===== config.mk =====
export PLATFORM = sky130hd
export DESIGN_NAME = bp_update_ctrl
export DESIGN_NICKNAME = d
export VERILOG_FILES = /design/src/rtl/bp_update_ctrl.sv
export SDC_FILE = /design/constraint.sdc
export NUM_CORES = 1
export LEC_CHECK = 0
export CAP_MARGIN = 20
export CORE_UTILIZATION = 45
export CTS_BUF_LIST = sky130_fd_sc_hd__clkbuf_4
export CTS_CLUSTER_DIAMETER = 100
export DETAILED_ROUTE_END_ITERATION = 16
export PLACE_DENSITY = 0.87
export SLEW_MARGIN = 20
export SYNTH_ARGS = -nofsm -noshare
export SYNTH_HDL_FRONTEND = slang
export SYNTH_SLANG_ARGS = --single-unit

===== constraint.sdc =====
create_clock -name clk -period 2.25 [get_ports clk]
set_input_delay 0.225 -clock clk [delete_from_list [all_inputs] [get_ports clk]]
set_output_delay 0.225 -clock clk [all_outputs]
set_load 0.02 [all_outputs]

===== src/rtl/bp_update_ctrl.sv =====
// Update controller for a 2-bit branch predictor counter table: it sweeps the
// table to INIT_VALUE, then drains queued branch outcomes as read-modify-writes.
module bp_update_ctrl #(
   parameter int          INDEX_WIDTH = 4,
   parameter int          ADDR_WIDTH  = 26,
   parameter int          FIFO_DEPTH  = 4,
   parameter logic [1:0]  INIT_VALUE  = 2'b10
) (
   input  logic                   clk,
   input  logic                   rst_n,
   input  logic                   upd_valid,
   output logic                   upd_ready,
   input  logic [ADDR_WIDTH-1:0]  upd_pc,
   input  logic                   upd_taken,
   input  logic                   flush_req,
   output logic [INDEX_WIDTH-1:0] tbl_rd_index,
   input  logic [1:0]             tbl_rd_counter,
   output logic                   tbl_we,
   output logic [INDEX_WIDTH-1:0] tbl_wr_index,
   output logic [1:0]             tbl_wr_counter,
   output logic                   pred_enable,
   output logic                   busy,
   output logic [15:0]            upd_count
);

   // Pointers wrap naturally because FIFO_DEPTH is a power of two (>= 2).
   localparam int PW = $clog2(FIFO_DEPTH);
   localparam int CW = $clog2(FIFO_DEPTH + 1);

   typedef enum logic {S_INIT = 1'b0, S_IDLE = 1'b1} state_t;

   state_t                 state, state_nxt;
   logic [INDEX_WIDTH-1:0] sweep_idx;
   logic [INDEX_WIDTH:0]   fifo_mem [FIFO_DEPTH];
   logic [PW-1:0]          rd_ptr, wr_ptr;
   logic [CW-1:0]          fifo_cnt;
   logic                   fifo_full, fifo_empty, push, pop;
   logic [INDEX_WIDTH-1:0] head_idx;
   logic                   head_taken;
   logic [1:0]             ctr_next;
   logic                   unused_pc_hi;

   assign unused_pc_hi = ^upd_pc[ADDR_WIDTH-1:INDEX_WIDTH];

   assign fifo_full  = (fifo_cnt == CW'(FIFO_DEPTH));
   assign fifo_empty = (fifo_cnt == '0);
   assign head_idx   = fifo_mem[rd_ptr][INDEX_WIDTH:1];
   assign head_taken = fifo_mem[rd_ptr][0];

   // Ready depends only on registered occupancy, never on this cycle's pop.
   assign upd_ready = rst_n && !fifo_full && !flush_req;
   assign push      = upd_valid && upd_ready;
   assign pop       = (state == S_IDLE) && !fifo_empty && !flush_req;

   always_comb begin
      ctr_next = tbl_rd_counter;
      if (head_taken) begin
         if (tbl_rd_counter != 2'b11) ctr_next = tbl_rd_counter + 2'b01;
      end else begin
         if (tbl_rd_counter != 2'b00) ctr_next = tbl_rd_counter - 2'b01;
      end
   end

   // State register
   always_ff @(posedge clk or negedge rst_n) begin
      if (!rst_n) begin
         state     <= S_INIT;
         sweep_idx <= '0;
      end else begin
         state     <= state_nxt;
         sweep_idx <= (flush_req || state != S_INIT) ? '0 : sweep_idx + 1'b1;
      end
   end

   // Next-state logic
   always_comb begin
      state_nxt = state;
      if (flush_req)
         state_nxt = S_INIT;
      else if (state == S_INIT && sweep_idx == '1)
         state_nxt = S_IDLE;
   end

   // Output logic
   always_comb begin
      tbl_we         = 1'b0;
      tbl_wr_index   = sweep_idx;
      tbl_wr_counter = INIT_VALUE;
      tbl_rd_index   = head_idx;
      pred_enable    = (state == S_IDLE);
      busy           = (state == S_INIT) || !fifo_empty;
      if (rst_n && !flush_req) begin
         if (state == S_INIT) begin
            tbl_we = 1'b1;
         end else if (!fifo_empty) begin
            tbl_we         = 1'b1;
            tbl_wr_index   = head_idx;
            tbl_wr_counter = ctr_next;
         end
      end
   end

   always_ff @(posedge clk) begin
      if (push) fifo_mem[wr_ptr] <= {upd_pc[INDEX_WIDTH-1:0], upd_taken};
   end

   always_ff @(posedge clk or negedge rst_n) begin
      if (!rst_n) begin
         rd_ptr    <= '0;
         wr_ptr    <= '0;
         fifo_cnt  <= '0;
         upd_count <= '0;
      end else if (flush_req) begin
         rd_ptr   <= '0;
         wr_ptr   <= '0;
         fifo_cnt <= '0;
      end else begin
         if (push) wr_ptr <= wr_ptr + 1'b1;
         if (pop) begin
            rd_ptr    <= rd_ptr + 1'b1;
            upd_count <= upd_count + 16'd1;
         end
         case ({push, pop})
            2'b10:   fifo_cnt <= fifo_cnt + 1'b1;
            2'b01:   fifo_cnt <= fifo_cnt - 1'b1;
            default: fifo_cnt <= fifo_cnt;
         endcase
      end
   end

endmodule


## Word level (Yosys, flattened, before mapping)

Memory sizes are Yosys's and may differ from the RTL's.
Index checks and enable logic that the tools add are counted.

- RAM bits: 20
- Register bits after elaboration: 28
- Logic and storage cells: 64
- Memories: 1
- Output and inout bits: 30
- Bits of input ports: 33

- Bitwise operators: 2
- Eq/ne operators: 5
- Add/sub/neg operators: 8
- Reduce and logical (&&, ||, !) cells: 19
- Mux-type cells: 23

Memories:

| memory | depth | width | rd ports | clocked after memory_dff | write ports | line | text |
|---|---|---|---|---|---|---|---|
| fifo_mem | 4 | 5 | 1 | 0 | 1 | 34 | `logic [INDEX_WIDTH:0] fifo_mem [FIFO_DEPTH];` |

Operator list:

| operator | number |
|---|---|
| $mux W2 | 10 |
| $add A16 B1 Y16 const B | 1 |
| $mux W4 | 4 |
| $reduce_bool A2 Y1 | 4 |
| $logic_and A1 B1 Y1 | 7 |
| $mux W1 | 7 |
| $add A2 B1 Y2 const B | 3 |
| $pmux W3 S2 | 1 |
| $add A4 B1 Y4 const B | 1 |
| $eq A4 B4 Y1 const B | 1 |
| $add A3 B1 Y3 const B | 1 |
| $eq A3 B3 Y1 const B | 1 |
| $logic_not A1 Y1 | 3 |
| $logic_not A3 Y1 | 1 |
| $mux W3 | 1 |
| $reduce_bool A3 Y1 | 1 |
| $sub A3 B1 Y3 const B | 1 |
| $eq A2 B1 Y1 const B | 1 |
| $eq A2 B2 Y1 const B | 1 |
| $logic_or A1 B1 Y1 | 2 |
| $ne A2 B2 Y1 const B | 1 |
| $not A1 Y1 | 2 |
| $reduce_and A2 Y1 | 1 |
| $sub A2 B1 Y2 const B | 1 |

## Longest topological paths before layout

- Depth in word-level cells: 8
- Gate-level depth with buffers: 9
- Depth with buffers taken out: 7

## Least setup slack after synthesis

Ideal clock, no wire load.

- Path kind: register -> register
- Start point: register fifo_cnt[0]
- End point: register fifo_cnt[2]
- Path slack: 0.256 ns
- Arrival: 1.858 ns
- Library setup time: 0.137 ns
- Cell stages (with the launch flop): 9
- Path buffers: 1
- Path through: dfrtp_1 nor2_2 a211oi_2 buf_4 nor3_1 fa_1 and2_1 o21ai_0 a31oi_1

- Word-level cells in the longest chain between the ends: 8

RTL lines:

| element | line | text |
|---|---|---|
| start, declared | 36 | `logic [CW-1:0] fifo_cnt;` |
| start signal, assigned | 124 | `2'b10: fifo_cnt <= fifo_cnt + 1'b1;` |
| start signal, assigned | 125 | `2'b01: fifo_cnt <= fifo_cnt - 1'b1;` |
| start signal, assigned | 126 | `default: fifo_cnt <= fifo_cnt;` |
| $eq A3 B3 Y1 | 45 | `assign fifo_full = (fifo_cnt == CW'(FIFO_DEPTH));` |
| $logic_not A1 Y1 | 51 | `assign upd_ready = rst_n && !fifo_full && !flush_req;` |
| $logic_and A1 B1 Y1 (2 in series) | 51 |  |
| $logic_and A1 B1 Y1 | 52 | `assign push = upd_valid && upd_ready;` |
| $eq A2 B1 Y1 or $eq A2 B2 Y1 (tied branches) | 123 | `case ({push, pop})` |
| $pmux W3 S2 | 123 |  |
| $mux W3 | 113 | `end else if (flush_req) begin` |

Several ways; a longest one is shown, not always the timed one.
A chain may end at the register's enable or synchronous reset.

## Final worst setup path

- Start point: register rd_ptr[0]
- End point: output port tbl_wr_counter[0]

- Word-level cells in the longest chain between the ends: 5

RTL lines:

| element | line | text |
|---|---|---|
| start, declared | 35 | `logic [PW-1:0] rd_ptr, wr_ptr;` |
| start signal, assigned | 120 | `rd_ptr <= rd_ptr + 1'b1;` |
| $mem_v2 Z4 W5 | -- |  |
| $mux W2 | 57 | `if (head_taken) begin` |
| $mux W2 | 95 | `end else if (!fifo_empty) begin` |
| $mux W2 | 93 | `if (state == S_INIT) begin` |
| $mux W2 | 92 | `if (rst_n && !flush_req) begin` |
| end, declared | 20 | `output logic [1:0] tbl_wr_counter,` |

No other way between the ends.

==> results.md <==
- Status: completed
- Placement Rows: 25
- Net total in the final layout: 270
- Worst IR drop on VDD: 0.000349 V
- Clock tree root buffer cell: clkbuf_4
- Core ar.: about 4800 um^2
- Pin count of the biggest net entering global routing: 19
- Most used cells in the layout excluding fill and tap cells: 30 x clkdlybuf4s50_1, 27 x dfrtp_1, 20 x edfxtp_1, 19 x buf_4, 14 x xnor2_1
- Maximum fanout encountered on the critical timing path: 4
- CP startpoint kind: flip-flop
- Post-synthesis sequential element count: 48
- Highest achievable clock rate: ~460 MHz
- First-pass DRT Iterations: 4
- H-Tree Depth: 2
- Total power: 1640 uW
- Count of flip-flops with a built-in enable after synthesis: 20
- Final setup margin: roughly 0.084 ns
- Final max-slew violation count: 0
- Quantity of hold-fixing buffers added after cts: 0
- Worst max-slew margin expressed relative to the limit: 0.770
- Total wirelength of the detailed-routed design: 4600 um
- Static Leak: between 0.001 and 0.0015 uW
- Synth Cell Area: 2280 um^2
- Number of cells on the worst reg-to-reg path: 8
- Switching part of the total power: 0.242
- Internal Power: 1240 uW
- Routed vias: 1,535
- TritonCTS buffer count: 5
- Post-DR wirelength/cell: 15.4 um
- Combinational Power Share: 0.095
- Most frequent standard cell in the layout excluding fill and tap cells: clkdlybuf4s50_1
- Number of nets in the synthesized netlist: 211
- Number of warnings issued by yosys: 0
- Post-Syn Area per Cell: 13.3 um^2
- Count of clock tree sinks: between 40 and 50
- Final setup vio count: 0
- Input/output buffers: 40
- Library cells used by synthesis: 42
- Synth async-reset ratio: 0.583
- Slew at the pin closest to its max-slew limit: ~0.34 ns
- Worst reg2reg setup slack: ~0.22 ns
- Post-detailed-route DRC marker count: 0
- Sequential area share after synthesis: 0.572
- Kind of critical path: reg -> out
- Number of antenna violations at the first check in global routing: 0
- Drt initial violations: 90
- Final cell area excluding filler cells: 2940 um^2
- Dominant cells by area after synthesis: dfrtp_1 31%, edfxtp_1 26%, xnor2_1 5.4%
- Worst hold margin: 0.178 ns
- Instance area at placement: around 2800 um^2
- RSZ-0062 raised after global routing: true
- Number of nets with antenna violations after routing: 0
- Overall track demand over capacity in global routing: 0.194
- Switch Pwr: about 400 uW
- Starting density of the core: 0.476
- Synthesized netlist cell count: 171
- Clock network fraction of design power: 0.325
- Clk pin slew, worst setup/hold paths: 0.14 ns
- Gpl congestion: 0.788
- Per-cell via count in the routed design: 5.15
- Cell type with the highest aggregate area in the netlist: dfrtp_1
- Clk_skew: approximately 0.009 ns
- Final hold vios: 0
- Y dimension of the die: 73.1 um
- DP Worst Slack: -0.108 ns
- Total Die Area: 5350 um^2
- Sequential Power Share: 0.581
- Total power per unit cell area: 556 nW/um^2
- I/O pin count: 63
- Ant. Diodes: 0
- Max Buffers Root-to-Sink: 2
- Max-cap check violation count: 0
- Data arrival time of the critical path: 1.94 ns
- Total Negative Setup Slacks: 0 ns
- End of the worst register-to-register path: fifo_cnt[2]$_DFFE_PN0P_
- Latest clock arrival within the worst-skew pair: 0.38 ns
- Share of Yosys cell area claimed by the top area cell type: 0.308
- Final period utilization: 0.963
- Share of post-route cells with drive strength above 1: 0.229
- Via count of the first global-routing pass: 1,504
- Leftover overflow at the end of global routing: 0
- CTS tree: done
- Die outline width: 73.1 um
- Layout overhead on the synthesized area: 29.3%
- DP Wirelength: 3370 um
- First-pass GRT wire length: 7610 um
- Shortest clock period the worst path allows after layout: about 2.2 ns
- Category of the worst setup path capture point: output pin
- Endpoint required time on the critical path: a little over 2 ns
- Main flop type after synthesis: dfrtp_1
- Reg-to-reg critical path startpoint: fifo_cnt[0]$_DFFE_PN0P_
- Worst hold-check path type: in -> async
==> power groups by stage <==
stage	clock [uW]	sequential [uW]	combinational, uW
after CTS	543	951	158
after global routing	577	954	170
after floorplan	0	972	66.1
after global placement	0	966	153
final	532	951	155
after detailed placement	0	967	160
==> timing repair <==
item                                    CTS  global route
gates resized for setup                  13            13
pin swaps                                 1             0
buffers inserted                          4             0
endpoints found under the setup margin   10            11
==> worst max path at each step <==
stage                               to               startpoint
5_1_grt              tbl_wr_counter[1]    rd_ptr[0]$_DFFE_PN0P_
3_3_place_gp         tbl_wr_counter[0]                flush_req
6_report             tbl_wr_counter[0]    rd_ptr[0]$_DFFE_PN0P_
4_1_cts                tbl_rd_index[0]    rd_ptr[0]$_DFFE_PN0P_
3_5_place_dp   fifo_cnt[2]$_DFFE_PN0P_                flush_req
2_1_floorplan  fifo_cnt[2]$_DFFE_PN0P_  fifo_cnt[0]$_DFFE_PN0P_
==> metal layers <==
layer	routed length [um]	up-vias	GRT usage
met5	0	-	0
met4	78	0	0.0588
met3	151	8	0.0414
met2	2400	29	0.318
met1	1960	756	0.260
li1	-	742	-
==> cells in the mapped netlist (2+ instances only) <==
library cell,instances
edfxtp_1,20
a21oi_1,3
clkbuf_1,3
mux2_2,5
nor2_1,9
dfrtp_1,28
mux2i_1,2
xor2_1,7
and4_1,4
nand2_1,8
buf_2,2
and2_1,5
nor3_1,5
mux4_2,5
a31oi_1,2
nor3b_1,2
nand4_1,4
o211ai_1,2
nor2_2,2
xnor2_1,14
o21ai_0,2
inv_1,6
nand3_1,6
nand2b_1,2
ha_1,6
==> stage by stage <==
step	instances	utilization
finish	298	0.615
floorplan	171	-
global route	298	0.615
CTS	298	0.616
detailed placement	286	0.592
global placement	286	0.592
==> worst max-delay path, stage by stage (launching register included) <==
cell and delay (ns):
dfrtp_2 0.43, buf_4 0.12, mux4_2 0.54, nand4_1 0.12
o31ai_1 0.07, clkdlybuf4s15_1 0.29
==> layout make-up <==
type,instances,area (um^2)
well taps,67,83.8
clock inverters,3,46.3
inverters,6,22.5
repair buffers,59,528
fillers,363,1840
flip-flops and latches,48,1300
multi-input cells,110,922
clock buffers,5,37.5
==> kinds of logic (layout without fill, tap and decap cells) <==
group,after synthesis,after routing,synth area share
flip-flops,48,48,0.572
multiplexers,12,12,0.0830
XOR/XNOR,21,21,0.0808
AO/OA/AOI/OAI,16,16,0.0632
adder cells (fa/ha/maj),7,7,0.0418
buffers and inverters,13,73,0.0275
AND/OR/NAND/NOR,54,54,0.132
==> registers in the layout, indices dropped and copies added, names as in the netlist <==
name,cells
wr_ptr,2
pred_enable,1
fifo_mem,20
rd_ptr,2
upd_count,16
fifo_cnt,3
sweep_idx,4
Note: power is estimated with default switching activity, not from simulation.
